`config.mk`:
```
export PLATFORM = sky130hd
export DESIGN_NAME = servo_capture
export DESIGN_NICKNAME = d
export VERILOG_FILES = /design/src/rtl/servo_capture.sv
export SDC_FILE = /design/constraint.sdc
export NUM_CORES = 1
export LEC_CHECK = 0
export BUFFER_PORTS_ARGS = -buffer_cell sky130_fd_sc_hd__clkbuf_2
export CAP_MARGIN = 20
export CELL_PAD_IN_SITES_DETAIL_PLACEMENT = 0
export CELL_PAD_IN_SITES_GLOBAL_PLACEMENT = 2
export CORE_UTILIZATION = 32
export CTS_CLUSTER_DIAMETER = 50
export DETAILED_ROUTE_END_ITERATION = 6
export GPL_ROUTABILITY_DRIVEN = 0
export PLACE_DENSITY = 0.74
export SLEW_MARGIN = 20
export SYNTH_ARGS = -nofsm -noshare
export SYNTH_HDL_FRONTEND = slang
export SYNTH_SLANG_ARGS = --single-unit
export TNS_END_PERCENT = 100
```
`constraint.sdc`:
```
create_clock -name clk -period 2 [get_ports clk]
set_clock_uncertainty 0.2 [all_clocks]
set_input_delay 0.2 -clock clk [delete_from_list [all_inputs] [get_ports clk]]
set_output_delay 0.2 -clock clk [all_outputs]
set_load 0.01 [all_outputs]
```
`src/rtl/servo_capture.sv`:
```
// servo_capture: measures the high time of a servo-style pulse in prescaled
// ticks and reports it as an 8-bit position on the peripheral bus.
module servo_capture #(
    parameter logic [7:0]  SERVO_CAPTURE_ADDRESS = 8'h00,
    parameter int unsigned PRESCALE              = 95,
    parameter int unsigned MIN_TICKS             = 110,
    parameter int unsigned TIMEOUT_TICKS         = 3405
) (
    input  logic       clk,
    input  logic       rst,
    input  logic [7:0] din,
    input  logic [7:0] address,
    input  logic       w_en,
    input  logic       r_en,
    output logic [7:0] dout,
    input  logic       servo_in
);

    localparam int unsigned  PW           = (PRESCALE > 1) ? $clog2(PRESCALE) : 1;
    localparam logic [PW-1:0] PS_LAST     = PW'(PRESCALE - 1);
    localparam logic [11:0]  TO_TICKS     = 12'(TIMEOUT_TICKS);
    localparam logic [11:0]  MIN_W        = 12'(MIN_TICKS);
    localparam logic [11:0]  MAX_W        = 12'(MIN_TICKS + 255);
    localparam logic [7:0]   ADDR_VALUE   = SERVO_CAPTURE_ADDRESS;
    localparam logic [7:0]   ADDR_STATUS  = SERVO_CAPTURE_ADDRESS + 8'd1;
    localparam logic [7:0]   ADDR_CONTROL = SERVO_CAPTURE_ADDRESS + 8'd2;

    typedef enum logic [1:0] {
        DISARMED,
        ARM,
        WAIT_RISE,
        MEASURE
    } state_t;

    state_t        state, state_n;
    logic          sync1, sync_s, sync_d;
    logic          rise, fall;
    logic          en;
    logic [PW-1:0] prescaler;
    logic          tick;
    logic [11:0]   width, width_n, gap, gap_n;
    logic [7:0]    value;
    logic          st_new, st_under, st_over, st_timeout;
    logic          set_new, set_under, set_over, set_timeout, latch;
    logic [7:0]    res_val;
    logic          res_under, res_over;
    logic          clr_status;
    logic [7:0]    status_word;

    assign rise = sync_s & ~sync_d;
    assign fall = ~sync_s & sync_d;
    assign tick = en && (prescaler == PS_LAST);

    assign clr_status  = (r_en && (address == ADDR_STATUS)) ||
                         (w_en && (address == ADDR_CONTROL) && din[1]);
    assign status_word = {3'b000, sync_s, st_timeout, st_over, st_under, st_new};

    // Two-stage synchroniser plus a delayed copy for edge detection
    always_ff @(posedge clk) begin
        if (!rst) begin
            sync1  <= 1'b0;
            sync_s <= 1'b0;
            sync_d <= 1'b0;
        end else begin
            sync1  <= servo_in;
            sync_s <= sync1;
            sync_d <= sync_s;
        end
    end

    // Free-running tick prescaler, parked at zero while disabled
    always_ff @(posedge clk) begin
        if (!rst || !en) begin
            prescaler <= '0;
        end else if (tick) begin
            prescaler <= '0;
        end else begin
            prescaler <= prescaler + 1'b1;
        end
    end

    // Map the measured width onto the 0..255 position range
    always_comb begin
        res_val   = '0;
        res_under = 1'b0;
        res_over  = 1'b0;
        if (width < MIN_W) begin
            res_under = 1'b1;
        end else if (width > MAX_W) begin
            res_val  = '1;
            res_over = 1'b1;
        end else begin
            res_val = 8'(width - MIN_W);
        end
    end

    // Next-state, counter updates and status events
    always_comb begin
        state_n     = state;
        width_n     = width;
        gap_n       = gap;
        set_new     = 1'b0;
        set_under   = 1'b0;
        set_over    = 1'b0;
        set_timeout = 1'b0;
        latch       = 1'b0;
        if (!en) begin
            state_n = DISARMED;
            width_n = '0;
            gap_n   = '0;
        end else begin
            case (state)
                DISARMED: state_n = ARM;
                ARM: begin
                    if (!sync_s) begin
                        state_n = WAIT_RISE;
                        gap_n   = '0;
                    end
                end
                WAIT_RISE: begin
                    if (rise) begin
                        width_n = '0;
                        gap_n   = '0;
                        state_n = MEASURE;
                    end else if (gap == TO_TICKS) begin
                        set_timeout = 1'b1;
                        gap_n       = '0;
                    end else if (tick) begin
                        gap_n = gap + 12'd1;
                    end
                end
                MEASURE: begin
                    if (fall) begin
                        latch     = 1'b1;
                        set_new   = 1'b1;
                        set_under = res_under;
                        set_over  = res_over;
                        gap_n     = '0;
                        state_n   = WAIT_RISE;
                    end else if (width == TO_TICKS) begin
                        set_timeout = 1'b1;
                        state_n     = ARM;
                    end else if (tick) begin
                        width_n = width + 12'd1;
                    end
                end
                default: state_n = DISARMED;
            endcase
        end
    end

    // FSM state and width/gap counters
    always_ff @(posedge clk) begin
        if (!rst) begin
            state <= DISARMED;
            width <= '0;
            gap   <= '0;
        end else begin
            state <= state_n;
            width <= width_n;
            gap   <= gap_n;
        end
    end

    // Latched position result
    always_ff @(posedge clk) begin
        if (!rst) begin
            value <= '0;
        end else if (latch) begin
            value <= res_val;
        end
    end

    // Sticky status bits: a set event on the clearing cycle wins
    always_ff @(posedge clk) begin
        if (!rst) begin
            st_new     <= 1'b0;
            st_under   <= 1'b0;
            st_over    <= 1'b0;
            st_timeout <= 1'b0;
        end else begin
            st_new     <= (st_new     & ~clr_status) | set_new;
            st_under   <= (st_under   & ~clr_status) | set_under;
            st_over    <= (st_over    & ~clr_status) | set_over;
            st_timeout <= (st_timeout & ~clr_status) | set_timeout;
        end
    end

    // CONTROL enable bit
    always_ff @(posedge clk) begin
        if (!rst) begin
            en <= 1'b0;
        end else if (w_en && (address == ADDR_CONTROL)) begin
            en <= din[0];
        end
    end

    // Registered read data; unmapped addresses force zero every cycle
    always_ff @(posedge clk) begin
        if (!rst) begin
            dout <= '0;
        end else begin
            case (address)
                ADDR_VALUE:   if (r_en) dout <= value;
                ADDR_STATUS:  if (r_en) dout <= status_word;
                ADDR_CONTROL: if (r_en) dout <= {7'b0000000, en};
                default:      dout <= '0;
            endcase
        end
    end

endmodule

```
==> summary.md <==
| Metric | Value |
|---|---|
| Status | finished, violations left |
| Violations in the final reports | negative setup slack |
| Grt ovf | 0 |
| Area leader, netlist | dfxtp_1 |
| R2R setup slack | -0.01 ns |
| Reg2reg end | gap[8] |
| Maximum clock path buffer count | 2 |
| TritonCTS clock tree | yes |
| Worst Setup Path Type | reg -> reg |
| Max-cap violations | 0 |
| Synth warn | 0 |
| Cell area after synthesis | 2900 um2 |
| Initial Util | approximately 33% |
| Worst EP arrival | between 2 and 2.5 ns |
| CP endpoint | gap[8] |
| I/O Buffers | 22 |
| Critical Path RT | ~2.1 ns |
| Starting DRT DRC Count | between 100 and 150 |
| Leak | between 1 and 1.5 nW |
| Clk root buf | clkbuf_8 |
| Post-Syn Instances | 330 |
| Distinct cells, synth | 60 |
| Post-synth top area share | 39.4% |
| HP Class | in -> reg |
| Share of layout cells above drive strength 1 | between 30% and 40% |
| Avg Cell Area, Syn | ~9 um2 |
| Number of synthesized flops with an enable pin | 0 |
| Crit Reg-Reg Startpoint | prescaler[0] |
| Final period utilization | 101% |
| Synth top area cells | dfxtp_1 39%, xnor2_1 4.5%, nand2_1 4.1% |
| Hold Violations, Final | 0 |
| Synth Register Bits | 57 |
| Io pins | 29 |
| Detailed-route via count | 2,612 |
| Row count | 34 |
| Chip width | 97.1 um |
| First-pass GRT wire length | between 10,000 and 15,000 um |
| Ys flop type | dfxtp_1 |
| Synthesis-to-finish area growth | 30.9% |
| Core ar. | between 8000 and 9000 um2 |
| Worst vdd ir | between 0.2 and 0.3 mV |
| Vias in the first global route | between 2,000 and 2,500 |
| Slew headroom | a little over two thirds |
| Tot GR Track Use | around 15% |
| Max Fclk | 496 MHz |
| FFs w/ async S/R, synth | 0% |
| TritonCTS Buffers | 9 |
| Die ar. | about 9400 um2 |
| Worst Tran Pin Value | roughly 0.44 ns |
| DP HPWL | a little over 5000 um |
| Stages on worst setup path | 7 |
| Start point of the critical path | prescaler[0] |
| DRC | 0 |
| Depth of the CTS H-tree | 3 |
| R2R cell count | 7 |
| Non-Filler Instances | approximately 520 |
| Min Clock Period, post-route | about 2 ns |
| Avg Vias per Cell | 5.04 |
| CP startpoint kind | register |
| Crit-path max FO | 6 |
| Post-Route WL | a little over 7000 um |
| Worst path slowest cell | or4_4 |
| Final setup violation count | 1 |
| Remaining antenna violation count | 0 |
| Iteration count of the initial detailed-routing pass | 4 |
| Power density over the cells | 559 nW/um2 |
| Syn Nets | approximately 360 |
| Ant. Diodes | 0 |
| DR WL/cell | 13.7 um |
| CP endpoint kind | register |
| Final WS setup | -0.0142 ns |
| RSZ-0062 raised after global routing | true |
| Die Height | 97.1 um |
| Final #Nets | approximately 430 |
| Total clock sinks | 57 |
| Crit path buf inv count | 1 |
| Seq/Total Area, Yosys | 39.4% |
| Max incr delay on CP | ~0.52 ns |
| Clk pin slew, worst setup/hold paths | 0.07 ns |
| DP Worst Slack | -0.00473 ns |
| Placed cells | slightly below 500 |
| Initial antenna violation count | 0 |
| Critical-path cell list | inv_2 -> ha_4 -> nand4_4 -> or2_4 -> and3_4 -> or4_4 -> a21oi_2 |
| Slew Limit Fails | 0 |
| Top delay family on crit path | simple AND/OR/NAND/NOR gates |
| Pin count of the biggest net entering global routing | 14 |
| Worst-skew pair later-pin latency | between 0.3 and 0.4 ns |
flip-flops by register name, summed over array words and instances (netlist names):
register / cells
gap: 12
value: 8
en: 1
st_over: 1
sync_s: 1
prescaler: 7
state: 2
st_new: 1
width: 12
sync_d: 1
st_under: 1
sync1: 1
st_timeout: 1
dout: 8
Yosys cell counts, types with 6 or more instances:
library cell and count:
o21ai_0 6, clkbuf_1 12, nor4_1 6, nor3_1 10, nor2b_1 13, o31ai_1 6
a22oi_1 7, nand3_1 14, ha_1 8, nor2_1 31, a21oi_1 16, inv_1 6
dfxtp_1 57, nand2_1 32, xnor2_1 15
metal layers:
metal	GRT usage, %	vias up	share of wire (%)
met5	0	-	0
met4	7.23	0	1.7
met3	3.45	10	3.0
met2	22.3	35	44
met1	21.8	1211	51
li1	-	1356	-
layout by cell type, fill, tap and decap left out, types with 6 or more instances in the layout:
| master | count |
|---|---|
| buf_4 | 54 |
| dfxtp_1 | 52 |
| nand2_1 | 32 |
| nor2_1 | 31 |
| clkbuf_2 | 22 |
| xnor2_1 | 15 |
| nand3_1 | 14 |
| nor2b_1 | 13 |
| a21oi_1 | 11 |
| nor3_1 | 9 |
| clkbuf_8 | 9 |
| a22oi_1 | 7 |
| o31ai_1 | 6 |
| o21ai_0 | 6 |
| ha_1 | 6 |
cells by family (layout without fill, tap and decap cells):
group | Yosys count | in the layout | share of synthesized area, %
xor+xnor | 20 | 20 | 6.05
flops | 57 | 57 | 39.4
buf+inv | 21 | 100 | 3.28
mux | 7 | 7 | 2.59
compound gates | 61 | 61 | 14.7
fa+ha+maj | 8 | 8 | 3.46
simple gates | 156 | 157 | 30.5
stage by stage:
step / area (um2) / total power [mW] / hold WS, ns / utilization (%) / setup TNS [ns]
6_report: 3790 / 2.12 / 0.0171 / 43.4 / -0.0142
5_1_grt: 3790 / 2.21 / 0.0219 / 43.4 / -0.376
4_1_cts: 3680 / 2.15 / 0.00328 / 42.2 / -0.00593
3_5_place_dp: 3480 / 1.22 / 0.211 / 39.9 / -0.0108
3_3_place_gp: 3480 / 1.22 / 0.211 / 39.9 / 0
2_1_floorplan: 2920 / 1.19 / 0.127 / - / 0
cell type report:
| class | instances | area (um2) |
|---|---|---|
| Inverter | 6 | 22.5 |
| Fill cell | 880 | 4930 |
| Timing Repair Buffer | 78 | 536 |
| Clock inverter | 6 | 35.0 |
| Clock buffer | 10 | 128 |
| Multi-Input combinational cell | 253 | 1790 |
| Tap cell | 108 | 135 |
| Sequential cell | 57 | 1150 |
worst min-delay path by stage:
stage	from	to	cells past startpoint
6_report	r_en	dout[0]	2
5_1_grt	r_en	dout[0]	2
4_1_cts	r_en	dout[0]	2
3_5_place_dp	servo_in	sync1	2
3_3_place_gp	servo_in	sync1	2
2_1_floorplan	servo_in	sync1	1
power by group:
group          leakage (nW)  internal (mW)  switching [mW]
Sequential            0.462           1.14         0.00198
Clock                0.0818          0.440           0.482
Combinational         0.827         0.0282          0.0277
Total                  1.37           1.60           0.511
repair_timing:
item	4_1_cts	5_1_grt
pin swaps	0	9
hold buffers	2	0
endpoints found under the setup margin	6	27
gates resized for setup	2	23
setup buffers	1	2
endpoints found under the hold margin	2	0
cloned	0	1
Note: power is estimated with default switching activity, not from simulation.
